## config.mk

```make
export PLATFORM = sky130hd
export DESIGN_NAME = mc_main_ctrl
export DESIGN_NICKNAME = d
export VERILOG_FILES = /design/src/rtl/mips_ctrl_pkg.sv /design/src/rtl/mc_ctrl_decode.sv /design/src/rtl/mc_main_ctrl.sv
export SDC_FILE = /design/constraint.sdc
export NUM_CORES = 1
export LEC_CHECK = 0
export CORE_AREA = 2 2 43 45
export DETAILED_ROUTE_END_ITERATION = 10
export DIE_AREA = 0 0 45 47
export GPL_ROUTABILITY_DRIVEN = 1
export PLACE_DENSITY_LB_ADDON = 0.3
export SLEW_MARGIN = 20
export SYNTH_ARGS = -nofsm -noshare
export SYNTH_HDL_FRONTEND = slang
export SYNTH_SLANG_ARGS = --single-unit
```

## constraint.sdc

```tcl
create_clock -name clk -period 1.78 [get_ports clk]
set_clock_uncertainty 0.1 [all_clocks]
set_input_delay 0.267 -clock clk [delete_from_list [all_inputs] [get_ports clk]]
set_output_delay 0.267 -clock clk [all_outputs]
set_load 0.05 [all_outputs]
```

## src/rtl/mips_ctrl_pkg.sv

```systemverilog
// Shared definitions for the multi-cycle MIPS main controller: opcodes, ALU op
// codes understood by the ALU control decoder, state encoding and control bundle.
package mips_ctrl_pkg;

   localparam logic [5:0] OP_RTYPE = 6'b000000;
   localparam logic [5:0] OP_LW    = 6'b100011;
   localparam logic [5:0] OP_SW    = 6'b101011;
   localparam logic [5:0] OP_BEQ   = 6'b000100;
   localparam logic [5:0] OP_ADDI  = 6'b001000;
   localparam logic [5:0] OP_ANDI  = 6'b001100;
   localparam logic [5:0] OP_J     = 6'b000010;

   localparam logic [2:0] ALUOP_RTYPE  = 3'b000;
   localparam logic [2:0] ALUOP_MEM    = 3'b001;
   localparam logic [2:0] ALUOP_ADD    = 3'b010;
   localparam logic [2:0] ALUOP_AND    = 3'b011;
   localparam logic [2:0] ALUOP_BRANCH = 3'b100;

   localparam logic [1:0] SRCB_REG    = 2'b00;
   localparam logic [1:0] SRCB_FOUR   = 2'b01;
   localparam logic [1:0] SRCB_IMM    = 2'b10;
   localparam logic [1:0] SRCB_IMM_SH = 2'b11;

   localparam logic [1:0] PCSRC_ALU    = 2'b00;
   localparam logic [1:0] PCSRC_ALUOUT = 2'b01;
   localparam logic [1:0] PCSRC_JUMP   = 2'b10;

   typedef enum logic [3:0] {
      S_FETCH  = 4'd0,
      S_DECODE = 4'd1,
      S_MEMADR = 4'd2,
      S_MEMRD  = 4'd3,
      S_MEMWB  = 4'd4,
      S_MEMWR  = 4'd5,
      S_RTEX   = 4'd6,
      S_RTWB   = 4'd7,
      S_BEQEX  = 4'd8,
      S_IMMEX  = 4'd9,
      S_IMMWB  = 4'd10,
      S_JEX    = 4'd11
   } state_t;

   localparam state_t RESET_STATE = S_FETCH;

   typedef struct packed {
      logic       pc_write;
      logic       pc_write_cond;
      logic       i_or_d;
      logic       mem_read;
      logic       mem_write;
      logic       ir_write;
      logic       mem_to_reg;
      logic       reg_dst;
      logic       reg_write;
      logic       alu_src_a;
      logic [1:0] alu_src_b;
      logic [1:0] pc_source;
      logic [2:0] alu_op;
      logic       illegal;
   } ctrl_t;

   function automatic logic is_legal_op(input logic [5:0] op);
      return (op == OP_RTYPE) || (op == OP_LW) || (op == OP_SW) || (op == OP_BEQ) ||
             (op == OP_ADDI) || (op == OP_ANDI) || (op == OP_J);
   endfunction

endpackage

```

## src/rtl/mc_ctrl_decode.sv

```systemverilog
// Combinational decode of controller state (plus opcode and memory ready) into
// the datapath control bundle. Unlisted controls stay at zero in every state.
module mc_ctrl_decode
   import mips_ctrl_pkg::*;
(
   input  state_t      state,
   input  logic [5:0]  op,
   input  logic        mem_ready,
   output ctrl_t       ctrl
);

   always_comb begin
      ctrl = '0;
      case (state)
         S_FETCH: begin
            // IR and PC only update on the cycle the instruction word arrives
            ctrl.mem_read  = 1'b1;
            ctrl.alu_src_b = SRCB_FOUR;
            ctrl.alu_op    = ALUOP_ADD;
            ctrl.ir_write  = mem_ready;
            ctrl.pc_write  = mem_ready;
         end
         S_DECODE: begin
            ctrl.alu_src_b = SRCB_IMM_SH;
            ctrl.alu_op    = ALUOP_ADD;
            ctrl.illegal   = !is_legal_op(op);
         end
         S_MEMADR: begin
            ctrl.alu_src_a = 1'b1;
            ctrl.alu_src_b = SRCB_IMM;
            ctrl.alu_op    = ALUOP_MEM;
         end
         S_MEMRD: begin
            ctrl.mem_read = 1'b1;
            ctrl.i_or_d   = 1'b1;
         end
         S_MEMWB: begin
            ctrl.reg_write  = 1'b1;
            ctrl.mem_to_reg = 1'b1;
         end
         S_MEMWR: begin
            ctrl.mem_write = 1'b1;
            ctrl.i_or_d    = 1'b1;
         end
         S_RTEX: begin
            ctrl.alu_src_a = 1'b1;
            ctrl.alu_src_b = SRCB_REG;
            ctrl.alu_op    = ALUOP_RTYPE;
         end
         S_RTWB: begin
            ctrl.reg_write = 1'b1;
            ctrl.reg_dst   = 1'b1;
         end
         S_BEQEX: begin
            ctrl.alu_src_a     = 1'b1;
            ctrl.alu_src_b     = SRCB_REG;
            ctrl.alu_op        = ALUOP_BRANCH;
            ctrl.pc_write_cond = 1'b1;
            ctrl.pc_source     = PCSRC_ALUOUT;
         end
         S_IMMEX: begin
            ctrl.alu_src_a = 1'b1;
            ctrl.alu_src_b = SRCB_IMM;
            ctrl.alu_op    = (op == OP_ANDI) ? ALUOP_AND : ALUOP_ADD;
         end
         S_IMMWB: begin
            ctrl.reg_write = 1'b1;
         end
         S_JEX: begin
            ctrl.pc_write  = 1'b1;
            ctrl.pc_source = PCSRC_JUMP;
         end
         default: ctrl = '0;
      endcase
   end

endmodule

```

## src/rtl/mc_main_ctrl.sv

```systemverilog
// Multi-cycle MIPS main control FSM: state register and next-state logic; the
// datapath controls are decoded from the current state by mc_ctrl_decode.
module mc_main_ctrl
   import mips_ctrl_pkg::*;
(
   input  logic        clk,
   input  logic        rst,
   input  logic [5:0]  Op,
   input  logic        mem_ready,
   output logic        PCWrite,
   output logic        PCWriteCond,
   output logic        IorD,
   output logic        MemRead,
   output logic        MemWrite,
   output logic        IRWrite,
   output logic        MemtoReg,
   output logic        RegDst,
   output logic        RegWrite,
   output logic        ALUSrcA,
   output logic [1:0]  ALUSrcB,
   output logic [1:0]  PCSource,
   output logic [2:0]  Aluop,
   output logic        illegal,
   output logic [3:0]  state
);

   state_t state_reg;
   ctrl_t  ctrl;

   always_ff @(posedge clk) begin
      if (rst) begin
         state_reg <= RESET_STATE;
      end else begin
         case (state_reg)
            S_FETCH:  if (mem_ready) state_reg <= S_DECODE;
            S_DECODE: begin
               case (Op)
                  OP_LW, OP_SW:     state_reg <= S_MEMADR;
                  OP_RTYPE:         state_reg <= S_RTEX;
                  OP_BEQ:           state_reg <= S_BEQEX;
                  OP_ADDI, OP_ANDI: state_reg <= S_IMMEX;
                  OP_J:             state_reg <= S_JEX;
                  default:          state_reg <= S_FETCH;
               endcase
            end
            S_MEMADR: state_reg <= (Op == OP_SW) ? S_MEMWR : S_MEMRD;
            S_MEMRD:  if (mem_ready) state_reg <= S_MEMWB;
            S_MEMWR:  if (mem_ready) state_reg <= S_FETCH;
            S_RTEX:   state_reg <= S_RTWB;
            S_IMMEX:  state_reg <= S_IMMWB;
            default:  state_reg <= S_FETCH;
         endcase
      end
   end

   mc_ctrl_decode u_decode (
      .state     (state_reg),
      .op        (Op),
      .mem_ready (mem_ready),
      .ctrl      (ctrl)
   );

   assign PCWrite     = ctrl.pc_write;
   assign PCWriteCond = ctrl.pc_write_cond;
   assign IorD        = ctrl.i_or_d;
   assign MemRead     = ctrl.mem_read;
   assign MemWrite    = ctrl.mem_write;
   assign IRWrite     = ctrl.ir_write;
   assign MemtoReg    = ctrl.mem_to_reg;
   assign RegDst      = ctrl.reg_dst;
   assign RegWrite    = ctrl.reg_write;
   assign ALUSrcA     = ctrl.alu_src_a;
   assign ALUSrcB     = ctrl.alu_src_b;
   assign PCSource    = ctrl.pc_source;
   assign Aluop       = ctrl.alu_op;
   assign illegal     = ctrl.illegal;
   assign state       = state_reg;

endmodule

```

==> results of run 1 <==
[cell families (layout without fill, tap and decap cells)]
group / count (synthesis) / count (layout) / share of synthesized area, %
AO/OA/AOI/OAI: 20 / 20 / 24.2
XOR/XNOR: 1 / 1 / 1.58
buffers and inverters: 7 / 62 / 7.45
flip-flops: 4 / 4 / 14.4
multiplexers: 2 / 2 / 3.61
AND/OR/NAND/NOR: 50 / 50 / 48.8
[power by group]
part           internal, mW  leakage (nW)  switching [mW]
Clock                0.0847        0.0150          0.0459
Combinational         0.136         0.541           0.159
Sequential           0.0894        0.0355          0.0123
Total                 0.310         0.592           0.218
[path summary, 6_finish.rpt]
path / end / from / cells after the start
setup / recovery: RegWrite / state[3]$_SDFFE_PP0P_ / 4
hold / removal: state[1]$_SDFFE_PP0P_ / Op[5] / 5
setup reg to reg: state[2]$_SDFFE_PP0P_ / state[1]$_SDFFE_PP0P_ / 5
hold reg to reg: state[3]$_SDFFE_PP0P_ / state[0]$_SDFFE_PP0P_ / 2
[area by class of cell]
cell class                 instances  area, um2  share of cell area (%)
inverter                           2       12.5                   0.861
tap                               17       21.3                    1.46
timing repair buffer              56        673                    46.3
multi-input combinational         73        624                    43.0
clock buffer                       4       26.3                    1.81
sequential                         4       95.1                    6.55
[stage by stage]
stage	TNS (ns)	std cells	area [um2]	util [%]
floorplan	-0.0705	84	671	-
global placement	-0.581	143	1260	76.6
detailed placement	-0.751	143	1260	76.6
CTS	0	153	1390	84.2
finish	-0.000575	156	1450	88.0
global route	-0.0840	156	1450	88.0
[repair_timing]
item,4_1_cts,5_1_grt
pin swaps,7,4
setup endpoints to repair,9,9
gates resized for setup,25,16
setup buffers,6,3
[worst max-delay path: stages, from the launching register on]
cell and delay, ns:
dfxtp_4 0.43, nand2b_4 0.22, mux2i_1 0.12, a21o_4 0.22, buf_4 0.18
[placed cells by master (no fill, tap or decap), types with 2 or more instances in the layout]
master	count
buf_4	26
buf_12	19
nor2_1	7
nor2_4	6
nand2_1	5
nor2_2	5
dfxtp_4	4
a21oi_1	3
nand2b_1	3
o21ai_0	3
clkbuf_4	3
clkbuf_2	3
buf_6	3
or2_4	2
and3_4	2
a21oi_4	2
nor2b_2	2
nand2b_4	2
o21ai_2	2
nor4b_4	2
mux2i_1	2
nor3_2	2
nor3_1	2
dlygate4sd2_1	2
clkdlybuf4s50_1	2
[routing by layer]
| layer | wire length [um] | vias to the layer above | GRT usage, % |
|---|---|---|---|
| met5 | 0 | - | 0 |
| met4 | 70 | 0 | 10.6 |
| met3 | 88 | 10 | 1.54 |
| met2 | 1570 | 37 | 52.0 |
| met1 | 911 | 400 | 26.9 |
| li1 | - | 414 | - |
==> run metrics, run 1 <==
hold buffer count at cts 0; Min-Delay Path Class input port to flip-flop; Slew Viols, Final 0; DRT iter0 DRCs 19; clock-pin slew on the worst setup and hold paths 0.04 ns; overall power 528 uW; leading area contributor after synthesis dfxtp_1; initial antenna violation count 0; Seq/Total Area, Yosys 14.4%; DP HPWL 1.74 mm; count leader, synth nor2_1; WP data arrival 1.41 ns; FF+latch count, synth 4; net count after synthesis 93; Synth warnings 0; status finished, violations left; RSZ-0062 raised after global routing true; Critical Path Fanout Max 10; reg2reg setup slack 0.22 ns; first-pass GRT wire length 3.89 mm; Detail Route Antenna Nets 0; gr usage total 25.6%; largest net degree at the start of global routing 15; Sink Count 4; Fmax 562 MHz; Synth async-reset ratio 0%; Hold Worst Slack 0.450 ns; Rel. slew slack 78.4%; Mapped Area 554 um2; Ports 31; Num CTS Buffers 3; Required @ worst endpoint 1.41 ns; Post-Syn Instances 84; Clock Tree Root clkbuf_4; max reg flops 4; H-tree depth 1; setup violators final 1; layout filler cell count 78; fin crit period 1.78 ns; top_reg_cell synth dfxtp_1; total iterations of the first detailed-routing run 4; failing checks negative setup slack; Overflow after GRT 0; GP Congestion 0.873; Die ar. 2120 um2; fin crit share 100%; Pwr Density 363 nW/um2; wire per inst 16.9 um; PortBufs 30; PnR worst setup slack -0.000575 ns; critical path startpoint category flip-flop; vias post-DR 861; core area 1650 um2; Placement Setup Slack -0.309 ns; width of the die 45 um; worst skew pair latency 0.24 ns; Slew @ Worst Pin 0.321 ns; Area Overhead vs Synth 162%; Post-synth EDFFs 0; leakage power 0.592 nW; CTS max path bufs 2; fraction of layout cells with a size suffix above 1 68.3%; # rows 15; n_diodes 0; drt drc 0; Syn Area/Cell 6.60 um2; ranking of synthesized cells by area dfxtp_1 14%, nor2_1 12%, a21oi_1 5.4%; top cells by count, synth 17 x nor2_1, 6 x a21oi_1, 5 x nand2_1, 5 x nor3_1, 5 x o21ai_0; count of different cell masters after synthesis 34; total of max-cap violations 0; top cell type's share of synthesized area 14.4%; CTS tree done; number of global-route vias before repair 824; NumNets Final 149; die span in y 47 um; Setup CP Type flip-flop to output pin; Initial Util 33.6%; critical path endpoint category output pin; final-report hold violation count 0; final WL 2.64 mm; VDD IR max 0.000458 V; vias per cell 5.52
Power figures use the tool's default switching activity.
==> inputs of run 2 (changes only) <==
- CELL_PAD_IN_SITES_DETAIL_PLACEMENT: unset -> 1
- CELL_PAD_IN_SITES_GLOBAL_PLACEMENT: unset -> 1
- CORE_AREA: 2 2 43 45 -> 2 2 52 54
- DIE_AREA: 0 0 45 47 -> 0 0 54 56
==> run 2 against run 1 <==
The run now ends clean. Critical path depth increased by 1. Register-to-register slack barely moved. Via count is 0.58% higher. Critical endpoint is now PCWrite. Largest power group unchanged. Highest routed layer unchanged.
==> run metrics, run 2 (synthesis gave the netlist of run 1 again) <==
status finished, final reports clean; H-tree depth 1; overall power 547 uW; fin crit share 100%; CTS max path bufs 2; Detail Route Antenna Nets 0; RSZ-0062 raised after global routing true; max reg flops 4; final WL 3.15 mm; clock-pin slew on the worst setup and hold paths 0.04 ns; CTS tree done; Die ar. 3020 um2; Critical Path Fanout Max 10; DP HPWL 2.08 mm; placed cell count 157; PortBufs 30; Area Overhead vs Synth 170%; # rows 18; fin crit period 1.78 ns; fraction of layout cells with a size suffix above 1 70.1%; clock power share 23.1%; Pwr Density 366 nW/um2; vias per cell 5.19; initial antenna violation count 0; Rel. slew slack 76.5%; GP Congestion 0.823; Initial Util 22.8%; layout filler cell count 263; setup violators final 0; gr usage total 19.8%; critical path startpoint category flip-flop; n_diodes 0; largest net degree at the start of global routing 11; core area 2430 um2; Fmax 562 MHz; Required @ worst endpoint 1.41 ns; critical path endpoint category output pin; Register Area 95.1 um2; WP data arrival 1.41 ns; Min-Delay Path Class input port to flip-flop; drt drc 0; commonest non-fill, non-tap cells in the layout 21 x buf_4, 19 x buf_12; leakage power 0.593 nW; Ports 31; first-pass GRT wire length 4.51 mm; DRT iter0 DRCs 9; vias post-DR 866; total of max-cap violations 0; number of global-route vias before repair 987; Num CTS Buffers 3; Sink Count 4; wire per inst 18.8 um; die span in y 56 um; Logic pwr share 58.6%; Overflow after GRT 0; Setup CP Type flip-flop to output pin; worst skew pair latency 0.24 ns; most common cell after layout, fill and taps aside buf_4; width of the die 54 um; footprint of the multi-input gates 653 um2; VDD IR max 0.000258 V; Slew Viols, Final 0; total iterations of the first detailed-routing run 4; Sw Ratio 40.8%; final non-filler cell total 167; Slew @ Worst Pin 0.348 ns; P_sw 223 uW; Clock Tree Root clkbuf_4; final-report hold violation count 0; part of the power in registers 18.3%; internal power 324 uW; setup TNS 0 ns; NumNets Final 147
run 2: cell types whose count changed in the layout (fill, tap and decap cells not counted), moves of 2 or more:
cell / change
buf_4: -5
buf_6: +3
clkdlybuf4s15_1: +2
nand2_1: -2
run 2: critical path, cell delays in order (launching register included):
cell     delay (ns)
dfxtp_4        0.38
nor2_2         0.25
nand2_1        0.15
nor2_4         0.14
or2_4          0.14
buf_12         0.12
run 2: worst paths after layout:
| check | cells past startpoint | to | from | slack [ns] |
|---|---|---|---|---|
| min | 5 | state[1]$_SDFFE_PP0P_ | Op[4] | 0.39 |
| max | 5 | PCWrite | state[3]$_SDFFE_PP0P_ | 0.0007 |
| max reg2reg | 5 | state[2]$_SDFFE_PP0P_ | state[2]$_SDFFE_PP0P_ | 0.23 |
| min reg2reg | 2 | state[3]$_SDFFE_PP0P_ | state[3]$_SDFFE_PP0P_ | 0.51 |
run 2: power groups by stage:
stage / registers, mW / logic [mW] / clock network [mW]
2_1_floorplan: 0.105 / 0.140 / 0
3_3_place_gp: 0.102 / 0.270 / 0
3_5_place_dp: 0.102 / 0.278 / 0
4_1_cts: 0.0984 / 0.305 / 0.129
5_1_grt: 0.101 / 0.337 / 0.135
6_report: 0.100 / 0.321 / 0.127
run 2: repair_timing:
| item | 4_1_cts | 5_1_grt |
|---|---|---|
| setup endpoints to repair | 12 | 10 |
| endpoints found under the hold margin | 0 | 0 |
| buffers inserted | 4 | 2 |
| pin swaps | 9 | 5 |
| hold buffers | 0 | 0 |
| resized for setup | 32 | 19 |
run 2: area by class of cell:
cell class	instances	share of cell area (%)
clock buffer	4	1.76
inverter	2	0.838
multi-input combinational	73	43.7
sequential	4	6.37
tap	30	2.51
timing repair buffer	54	44.8
run 2: metrics by stage:
stage	hold slack (ns)	cell area (um2)	setup WS [ns]	util, %
global placement	0.482	1280	-0.255	52.5
detailed placement	0.490	1280	-0.313	52.5
CTS	0.475	1440	0.00194	59.1
floorplan	0.226	671	-0.0705	-
global route	0.435	1490	-0.0935	61.4
finish	0.386	1490	0.000726	61.4
run 2: layer usage:
| metal | GRT usage [%] | wire [um] | share of wire, % |
|---|---|---|---|
| met5 | 0 | 0 | 0 |
| met4 | 8.21 | 70 | 2.2 |
| met3 | 1.08 | 117 | 3.7 |
| met2 | 38.0 | 1800 | 57 |
| met1 | 20.9 | 1150 | 37 |
==> inputs of run 3 (changes only) <==
- CORE_AREA: 2 2 52 54 -> 2 2 43 45
- CTS_CLUSTER_DIAMETER: unset -> 60
- DIE_AREA: 0 0 54 56 -> 0 0 45 47
- DONT_BUFFER_PORTS: unset -> 1
- TNS_END_PERCENT: unset -> 10
==> run 3 against run 2 <==
Worst hold slack got worse by 0.38 ns. Combinational power decreased by 31%. Sequential power about the same. Critical path type unchanged. Sequential share of layout area increased by 2.4 points. Power decreased by 18%. Count of clock-buffer cells in the layout unchanged. Sequential cell count unchanged. Setup slack improved by 0.014 ns.
==> run metrics, run 3 (synthesis gave the netlist of run 1 again) <==
commonest non-fill, non-tap cells in the layout 12 x buf_12, 12 x buf_4, 9 x nor2_2; RR Startpoint state[2]$_SDFFE_PP0P_; Slew @ Worst Pin 0.287 ns; Die ar. 2120 um2; total of max-cap violations 0; layout filler cell count 186; initial antenna violation count 0; Clock Tree Root clkbuf_4; worst skew pair latency 0.24 ns; Ports 31; GP Congestion 0.757; setup violators final 0; Overflow after GRT 0; die span in y 47 um; Slew Viols, Final 0; Rel. slew slack 80.8%; CTS max path bufs 2; max reg flops 4; gr usage total 23.5%; footprint of the multi-input gates 542 um2; clock-pin slew on the worst setup and hold paths 0.05 ns; WP data arrival 1.40 ns; CP max stage delay 0.37 ns; fin crit period 1.77 ns; first-pass GRT wire length 3.59 mm; Required @ worst endpoint 1.41 ns; fraction of layout cells with a size suffix above 1 57.3%; Hold Crit Start rst; DRT iter0 DRCs 6; DP HPWL 1.67 mm; number of global-route vias before repair 756; drt drc 0; vias per cell 5.98; status finished, final reports clean; placed cell areas 983 um2; Critical Path Fanout Max 9; Num CTS Buffers 3; Sink Count 4; critical path startpoint category flip-flop; critical path endpoint category output pin; Detail Route Antenna Nets 0; NumNets Final 120; core area 1650 um2; Min-Delay Path Class input port to flip-flop; Pwr Density 426 nW/um2; PortBufs 0; RSZ-0062 raised after global routing true; VDD IR max 0.000232 V; CTS tree done; worst-path cell chain or2_4, nor4b_4, buf_12; # rows 15; largest net degree at the start of global routing 11; fin crit share 99.2%; Setup CP Type flip-flop to output pin; overall power 449 uW; total iterations of the first detailed-routing run 4; Area Overhead vs Synth 90.3%; Hold Worst Slack 0.00685 ns; Critical Path Start state[1]$_SDFFE_PP0P_; design area 1050 um2; final-report hold violation count 0; Fmax 566 MHz; n_diodes 0; wire per inst 18.9 um; vias post-DR 760; Worst path slowest cell dfxtp_4; final WL 2.40 mm; width of the die 45 um; Register Area 92.6 um2; Initial Util 33.6%; leakage power 0.421 nW; reg2reg setup slack 0.11 ns; H-tree depth 1
run 3: area by class of cell:
cell class / count / area share (%)
Tap cell: 17 / 2.02
Sequential cell: 4 / 8.78
Multi-Input combinational cell: 73 / 51.4
Clock buffer: 4 / 2.49
Timing Repair Buffer: 27 / 34.4
Inverter: 2 / 0.949
run 3: report_power, final:
group / total [mW] / internal [mW] / switching (mW)
clock: 0.127 / 0.0845 / 0.0424
sequential: 0.102 / 0.0908 / 0.0114
combinational: 0.220 / 0.0914 / 0.128
total: 0.449 / 0.267 / 0.182
run 3: worst paths after layout:
check,to,depth (start not counted)
max,illegal,3
min,state[3]$_SDFFE_PP0P_,1
max reg2reg,state[2]$_SDFFE_PP0P_,5
min reg2reg,state[3]$_SDFFE_PP0P_,2
run 3: worst max-delay path, delay by kind of cell, from the launching register on:
| kind | cells | cell delay, ns |
|---|---|---|
| DFF | 1 | 0.37 |
| buffers and inverters | 1 | 0.18 |
| and+or+nand+nor | 2 | 0.61 |
run 3: timing repair:
item | CTS | global route
setup buffers | 0 | 0
pin swaps | 2 | 3
resized for setup | 6 | 6
endpoints found under the setup margin | 12 | 6
hold endpoints to repair | 2 | 0
hold buffers | 1 | 0
run 3: per-stage QoR:
step	setup TNS [ns]	std cells	util, %	setup slack (ns)
after floorplan	-0.205	84	-	-0.0945
after global placement	0	122	59.5	0.147
after detailed placement	0	122	59.5	0.121
after CTS	0	127	62.5	0.00570
after global routing	-0.104	127	63.9	-0.0352
final	0	127	63.9	0.0144
run 3: layer usage:
metal  global-route usage, %  part of all wire [%]  up-vias
met1                    30.9                    43      374
li1                        -                     -      357
met4                    12.4                   2.2        0
met5                       0                     0        -
met3                    1.54                   4.2        4
met2                    38.9                    50       25
==> patch (settings of run 2) <==
Reset style: asynchronous (`rst`), changed in one clocked block.
--- a/src/rtl/mc_main_ctrl.sv
+++ b/src/rtl/mc_main_ctrl.sv
@@ -29,3 +29,3 @@
 
-   always_ff @(posedge clk) begin
+   always_ff @(posedge clk or posedge rst) begin
       if (rst) begin
Check against the original RTL: differs if rst is asserted again (counterexample within 4 cycles, from zero or initial values and one cycle with rst high); with rst held inactive, the same outputs for 10 cycles.
==> patch against run 2 <==
  * The flow now finishes with violations (setup timing)
  * Synthesized area is 14% lower
  * Design area is 0.17% lower
  * Wire length is 11% lower
  * Worst setup slack worse by 0.062 ns
  * Sequential share of layout area is 0.68 points higher
  * Sequential cell count stayed put
  * Critical path type unchanged
  * Critical endpoint is now ALUSrcB[1]
  * Largest cell class unchanged
Power is left out: it rests on default switching activity, and per cell area and clock period it moved more than threefold.
==> patch: results <==
[status]
status = finished with violations
violations = setup timing

[sta]
setup_tns_ns = -0.2227
worstMarginPinSlew_ns = 0.3372
setup_viol = 6
timing.final.ws_setup_ns = -0.06095

[finish]
final_nets = 140
fillers = 265

[synthesis]
synth.avg_cell_area_um2 = 6.476
async_flop_share_pct = 100.0
synth.area.top_cells = dfrtp_1 21%, nor3_1 11%, nor2_1 7.0%, a21oi_1 6.3%, nand2_1 5.5%
synthesis.nets = 83
ys.flop_type = dfrtp_1
yosysSeqAreaShare_pct = 20.89
synthDistinctLibCells = 28
netlist_top_cells_count = 11 x nor3_1, 9 x nor2_1, 7 x nand2_1

[routing]
wl_mm = 2.809
via_per_inst = 5.138
dr_total_vias = 817

[placed_design]
post-place-ws_ns = -0.2746
routabilityCongestion = 0.8338
dpl.cell_count = 145
hpwl_mm = 1.873

[setup_path]
crit_arrival_ns = 1.47
critPathMaxStageDelay_ns = 0.43
crit_slowest_cell = dfrtp_2
critPathTopFamily = flip-flops

[worst_hold_path]
hold_class = in -> async

[grt]
first_global_vias = 907
grt_max_degree = 10
grt_pass1_wl_mm = 4.512
-- patch: layout make-up --
type | instances | share of cell area (%)
Multi-Input combinational cell | 62 | 39.35
Timing Repair Buffer | 57 | 48.57
Sequential cell | 4 | 7.047
Clock buffer | 3 | 1.510
Inverter | 3 | 1.007
Tap cell | 30 | 2.517
-- patch: repair_timing --
action	CTS	global route
hold buffers	0	0
setup buffers	9	3
pin swaps	6	2
gates resized for setup	28	5
gates cloned	0	0
endpoints found under the setup margin	14	12
-- patch: worst paths after layout --
path                           from    endpoint  depth (start not counted)
min in group clk              Op[4]    state[0]                          4
setup / recovery           state[0]  ALUSrcB[1]                          5
hold / removal                  rst    state[0]                          2
hold reg to reg            state[2]    state[0]                          4
max in group asynchronous       rst    state[3]                          2
setup reg to reg           state[0]    state[1]                          5
-- patch: metal layers --
layer  global-route usage [%]  vias up  part of all wire, %
met2                    37.63       29                   57
met4                    7.857        0                  1.1
met3                    1.613        4                  5.1
met1                    22.66      405                   37
met5                        0        -                    0
li1                         -      379                    -
-- patch: through the flow --
step           hold slack [ns]  cell area [um2]
2_1_floorplan         -0.06687            645.6
3_3_place_gp            0.3554             1275
3_5_place_dp            0.3658             1275
4_1_cts                 0.1203             1453
5_1_grt                 0.1581             1491
6_report                0.1231             1491
-- patch: cell families after synthesis --
group,share of synthesized area (%)
mux,2.350
xor+xnor,3.656
simple gates,47.26
flops,20.89
buf+inv,6.525
compound gates,19.32
